==> config.mk <==
export PLATFORM = sky130hd
export DESIGN_NAME = gpio_input_sampler_flat
export DESIGN_NICKNAME = d
export VERILOG_FILES = /design/src/rtl/gpio_input_sampler_if.sv /design/src/rtl/gpio_input_sampler.sv /design/src/flat_wrapper.sv
export SDC_FILE = /design/constraint.sdc
export NUM_CORES = 1
export LEC_CHECK = 0
export BUFFER_PORTS_ARGS = -buffer_cell sky130_fd_sc_hd__buf_2
export CAP_MARGIN = 10
export CORE_AREA = 2 2 177 214
export CTS_CLUSTER_DIAMETER = 30
export DETAILED_ROUTE_END_ITERATION = 7
export DIE_AREA = 0 0 179 216
export GPL_TIMING_DRIVEN = 0
export PLACE_DENSITY = 0.79
export SETUP_SLACK_MARGIN = 0.4
export SYNTH_ARGS = -nofsm -noshare
export SYNTH_HDL_FRONTEND = slang
export SYNTH_SLANG_ARGS = --single-unit
==> constraint.sdc <==
create_clock -name clk_i -period 14.6 [get_ports clk_i]
set_input_delay 0 -clock clk_i [delete_from_list [all_inputs] [get_ports clk_i]]
set_output_delay 0 -clock clk_i [all_outputs]
set_load 0.05 [all_outputs]
==> src/rtl/gpio_input_sampler_if.sv <==
// Signal bundle between the GPIO register block (master) and the pad input sampler (slave).
interface gpio_input_sampler_if #(
    parameter int NrGpio     = 62,
    parameter int PrescWidth = 16
);
    // Handshake: irq_clr_valid_i is a one-cycle strobe with no ready. The sampler
    // applies irq_clr_i on every edge where the strobe is high; it never stalls.
    logic [NrGpio-1:0]     pad_in_i;
    logic [PrescWidth-1:0] presc_i;
    logic [NrGpio-1:0]     deb_en_i;
    logic [NrGpio-1:0]     rise_en_i;
    logic [NrGpio-1:0]     fall_en_i;
    logic                  irq_clr_valid_i;
    logic [NrGpio-1:0]     irq_clr_i;
    logic [NrGpio-1:0]     gpio_o;
    logic [NrGpio-1:0]     irq_status_o;
    logic                  irq_o;

    modport master (
        output pad_in_i, presc_i, deb_en_i, rise_en_i, fall_en_i,
               irq_clr_valid_i, irq_clr_i,
        input  gpio_o, irq_status_o, irq_o
    );

    modport slave (
        input  pad_in_i, presc_i, deb_en_i, rise_en_i, fall_en_i,
               irq_clr_valid_i, irq_clr_i,
        output gpio_o, irq_status_o, irq_o
    );
endinterface

==> src/rtl/gpio_input_sampler.sv <==
// Pad-to-core GPIO input path: two-flop synchronizer, tick-based debounce filter,
// sticky edge interrupt status and a single level interrupt.
module gpio_input_sampler #(
    parameter int NrGpio      = 62,
    parameter int PrescWidth  = 16,
    parameter int DebounceLen = 3
) (
    input logic                 clk_i,
    input logic                 rst_i,
    gpio_input_sampler_if.slave bus
);
    logic [NrGpio-1:0]                  sync1;
    logic [NrGpio-1:0]                  sync2;
    logic [PrescWidth-1:0]              cnt;
    logic [PrescWidth-1:0]              cnt_d;
    logic                               tick;
    logic [NrGpio-1:0][DebounceLen-1:0] shr;
    logic [NrGpio-1:0][DebounceLen-1:0] shr_d;
    logic [NrGpio-1:0]                  gpio_q;
    logic [NrGpio-1:0]                  gpio_d;
    logic [NrGpio-1:0]                  status_q;
    logic [NrGpio-1:0]                  status_d;
    logic [NrGpio-1:0]                  clr_mask;
    logic [NrGpio-1:0]                  rise;
    logic [NrGpio-1:0]                  fall;
    logic [NrGpio-1:0]                  set_mask;
    logic                               irq_q;

    // A compare rather than an equality makes a lowered presc_i tick at once
    // instead of letting the counter run all the way round.
    always_comb begin
        tick  = (cnt >= bus.presc_i);
        cnt_d = tick ? '0 : cnt + PrescWidth'(1);
    end

    // History shifts on every tick whatever deb_en_i says, so enabling the
    // filter later starts from real samples.
    always_comb begin
        shr_d  = shr;
        gpio_d = gpio_q;
        for (int n = 0; n < NrGpio; n++) begin
            if (tick) begin
                shr_d[n] = {shr[n][DebounceLen-2:0], sync2[n]};
            end
            if (!bus.deb_en_i[n]) begin
                gpio_d[n] = sync2[n];
            end else if (tick && ((&shr_d[n]) || !(|shr_d[n]))) begin
                gpio_d[n] = shr_d[n][0];
            end
        end
    end

    // New edges win over a same-cycle clear.
    always_comb begin
        clr_mask = bus.irq_clr_valid_i ? bus.irq_clr_i : '0;
        rise     = gpio_d & ~gpio_q;
        fall     = ~gpio_d & gpio_q;
        set_mask = (rise & bus.rise_en_i) | (fall & bus.fall_en_i);
        status_d = (status_q & ~clr_mask) | set_mask;
    end

    always_ff @(posedge clk_i or posedge rst_i) begin
        if (rst_i) begin
            sync1    <= '0;
            sync2    <= '0;
            cnt      <= '0;
            shr      <= '0;
            gpio_q   <= '0;
            status_q <= '0;
            irq_q    <= 1'b0;
        end else begin
            sync1    <= bus.pad_in_i;
            sync2    <= sync1;
            cnt      <= cnt_d;
            shr      <= shr_d;
            gpio_q   <= gpio_d;
            status_q <= status_d;
            irq_q    <= |status_q;
        end
    end

    assign bus.gpio_o       = gpio_q;
    assign bus.irq_status_o = status_q;
    assign bus.irq_o        = irq_q;
endmodule

==> src/flat_wrapper.sv <==
// flat-port wrapper written by rule: the top's interface ports become plain ports
module gpio_input_sampler_flat 
#(
    parameter int NrGpio      = 62,
    parameter int PrescWidth  = 16,
    parameter int DebounceLen = 3
)
  (clk_i, rst_i, bus_pad_in_i, bus_presc_i, bus_deb_en_i, bus_rise_en_i, bus_fall_en_i, bus_irq_clr_valid_i, bus_irq_clr_i, bus_gpio_o, bus_irq_status_o, bus_irq_o);
  gpio_input_sampler_if #(.NrGpio(NrGpio), .PrescWidth(PrescWidth)) bus_i ();
  input logic clk_i;
  input logic rst_i;
  input wire logic [$bits(bus_i.pad_in_i)-1:0] bus_pad_in_i;
  input wire logic [$bits(bus_i.presc_i)-1:0] bus_presc_i;
  input wire logic [$bits(bus_i.deb_en_i)-1:0] bus_deb_en_i;
  input wire logic [$bits(bus_i.rise_en_i)-1:0] bus_rise_en_i;
  input wire logic [$bits(bus_i.fall_en_i)-1:0] bus_fall_en_i;
  input wire logic [$bits(bus_i.irq_clr_valid_i)-1:0] bus_irq_clr_valid_i;
  input wire logic [$bits(bus_i.irq_clr_i)-1:0] bus_irq_clr_i;
  output wire logic [$bits(bus_i.gpio_o)-1:0] bus_gpio_o;
  output wire logic [$bits(bus_i.irq_status_o)-1:0] bus_irq_status_o;
  output wire logic [$bits(bus_i.irq_o)-1:0] bus_irq_o;
  assign bus_i.pad_in_i = bus_pad_in_i;
  assign bus_i.presc_i = bus_presc_i;
  assign bus_i.deb_en_i = bus_deb_en_i;
  assign bus_i.rise_en_i = bus_rise_en_i;
  assign bus_i.fall_en_i = bus_fall_en_i;
  assign bus_i.irq_clr_valid_i = bus_irq_clr_valid_i;
  assign bus_i.irq_clr_i = bus_irq_clr_i;
  assign bus_gpio_o = bus_i.gpio_o;
  assign bus_irq_status_o = bus_i.irq_status_o;
  assign bus_irq_o = bus_i.irq_o;
  gpio_input_sampler #(.NrGpio(NrGpio), .PrescWidth(PrescWidth), .DebounceLen(DebounceLen)) u_core (.clk_i(clk_i), .rst_i(rst_i), .bus(bus_i));
endmodule
==> run metrics <==
DRT Pass-1 Iters=6; f_max=319 MHz; Layout Skew=around 0.02 ns; Post-synth ARST share=100%; cts hold-fix bufs=between 150 and 200; most frequent cell after synthesis=nand2_1; GRT Total Usage=33.4%; Max Buffers Root-to-Sink=3; via count=18300; fin cells=3101; #FFs+latches synth=389; GPL Wtd Cong=a little under 0.9; most frequent cells after synthesis=nand2_1, dfrtp_1, nor2_1; Syn-to-layout area delta=43.2%; critical path class=flip-flop to flip-flop; filler cell count=2490; die area=38700 um^2; Final Hold Fails=0; Hold Path Origin=bus_pad_in_i[35]; largest net degree at the start of global routing=between 100 and 150; total core area=36500 um^2; clk slew on worst S/H paths=approximately 0.050 ns; yosys warns=0; Post-synth top flop=dfrtp_1; Routed WL per cell=21.1 um; global route overflow=0; CP max FO=10; Register Area=about 9700 um^2; first-pass GRT wire length=100000 um; I/O pin count=approximately 450; CTS tree=done; die width=179 um; synth top area cells=dfrtp_1, nand2_1, a221oi_2, mux2i_1, and4_1; number of global-route vias before repair=19000; RSZ-0062 raised after global routing=false; TNS Setup=0 ns; die height=around 220 um; Final ANT Viol Nets=0; critical path launch point=u_core.cnt[2]; hold_ws=0.0443 ns; syn nets=2165; root buffer cell=clkbuf_16; # DRC=0; vias per cell=5.90; Yosys top cell area share=53.9%; Required @ worst endpoint=between 15 and 20 ns; synthesized netlist cell count=1819; Setup Viol. Count Final=0; post-DP HPWL=41100 um; status=complete, no violations; Avg Cell Area, Syn=between 9 and 10 um^2; P_leak=roughly 12 nW; 1st-iter DRT viols=1460; Final Worst Setup Slack=11.47 ns; Seq/Total Area, Yosys=between 50% and 60%; Hold Crit Class=input pin to flip-flop; Net count, final=2892; Post-CTS Resized=0; initial antenna violation count=21; reg2reg start=u_core.cnt[2]; input/output buffers=452; Finished Core Util=70.8%; share of cells above drive strength 1=27.5%; Starting Density=49.4%; area of the multi-input gates=7910 um^2; maximum vdd drop=0.127 mV; Synth Cell Area=18000 um^2; total CTS buffers=80; EDFF count, synth=0; largest area contributor in the netlist=dfrtp_1; Final Cycle Share=21.5%; CP arrival=around 3.6 ns; Worst-Margin Slew=0.937 ns; endpoint type of the worst setup path=flip-flop; pre-CTS WS=~12 ns; site row count=77; Power Density=198 nW/um^2; relative slew slack=37.0%; Skew-Pair Late Insertion Delay=~0.59 ns; Placed Cells=roughly 2700; clk sinks=389; CP startpoint kind=flip-flop; final-report max-slew violation count=0; library cells used by synthesis=37; CTS H-Tree Depth=3; DRT Wirelength=65300 um; max_cap viols=0; Setup Fix Bufs, Post-CTS=0; post-layout minimum cycle time=3.13 ns
==> worst paths after layout <==
| check | cells past startpoint | end | slack, ns |
|---|---|---|---|
| max in group asynchronous | 6 | u_core.sync1[58] | 12.89 |
| hold / removal | 2 | u_core.sync1[35] | 0.04 |
| setup / recovery | 10 | u_core.bus.irq_status_o[37] | 11.47 |
| hold reg to reg | 0 | u_core.sync2[59] | 0.32 |
| min in group asynchronous | 4 | u_core.sync1[35] | 0.46 |
| setup reg to reg | 10 | u_core.bus.irq_status_o[37] | 11.47 |
==> registers in the layout (all words and copies together), names as in the netlist <==
signal	flops
u_core.sync1	62
u_core.bus.irq_status_o	62
u_core.bus.irq_o	1
u_core.shr	124
u_core.sync2	62
u_core.cnt	16
u_core.bus.gpio_o	62
==> routing by layer <==
layer | part of all wire, % | track usage (%)
met5 | 0.049 | 0
met4 | 6.8 | 23.9
met2 | 49 | 55.8
met3 | 8.0 | 8.02
met1 | 36 | 36.8
==> cells by family after synthesis <==
group	after synthesis	synth area share, %
flops	389	53.9
fa+ha+maj	17	1.18
xor+xnor	12	0.582
mux	62	3.44
simple gates	996	26.0
compound gates	265	12.7
buf+inv	78	2.21
==> cell usage in the layout (no fill, tap or decap), types with 6 or more instances in the layout <==
cell / n
ha_1: 17
nor2_1: 80
buf_4: 14
nor3b_1: 62
dlygate4sd3_1: 189
a221oi_2: 63
clkbuf_1: 9
a31oi_1: 61
inv_6: 9
clkinvlp_4: 11
xor2_1: 10
clkinv_2: 11
nand4_1: 6
buf_2: 489
clkbuf_8: 8
clkinv_4: 8
nor3_1: 61
o221ai_1: 61
inv_1: 17
a21oi_1: 69
nor4_1: 15
nand2_1: 568
dfrtp_1: 389
nand3_1: 68
clkbuf_16: 83
nor2b_1: 62
and4_1: 63
mux2i_1: 62
bufinv_16: 13
diode_2: 17
==> metrics by stage <==
step | total power, mW | area (um^2)
after global routing | 5.33 | 25800
after floorplan | 2.57 | 18000
after global placement | 2.93 | 20900
after detailed placement | 3.01 | 21000
after CTS | 5.06 | 25800
final | 5.11 | 25800
==> cell type report <==
type / instances / area share, %
clock inverters: 53 / 2.66
clock buffers: 93 / 8.50
repair buffers: 645 / 16.5
inverters: 18 / 0.291
diodes: 17 / 0.165
flip-flops and latches: 389 / 37.7
plain buffers: 60 / 1.28
well taps: 474 / 2.30
multi-input cells: 1352 / 30.6
==> critical path, cell delays in order (launching register included) <==
cell and delay (ns):
dfrtp_1 0.44, ha_1 0.32, a211oi_1 0.20, o21ai_1 0.11, a41oi_2 0.26, o21a_1 0.17
buf_2 0.21, buf_4 0.17, buf_2 0.34, o221ai_1 0.21, dlygate4sd3_1 0.58
==> power by group <==
part / total, mW / switching [mW] / leakage, nW / internal, mW
Sequential: 1.75 / 0.383 / 4.76 / 1.37
Clock: 1.94 / 0.633 / 1.39 / 1.31
Combinational: 1.41 / 0.938 / 6.21 / 0.476
Total: 5.11 / 1.95 / 12.4 / 3.16
Note: power is estimated with default switching activity, not from simulation.
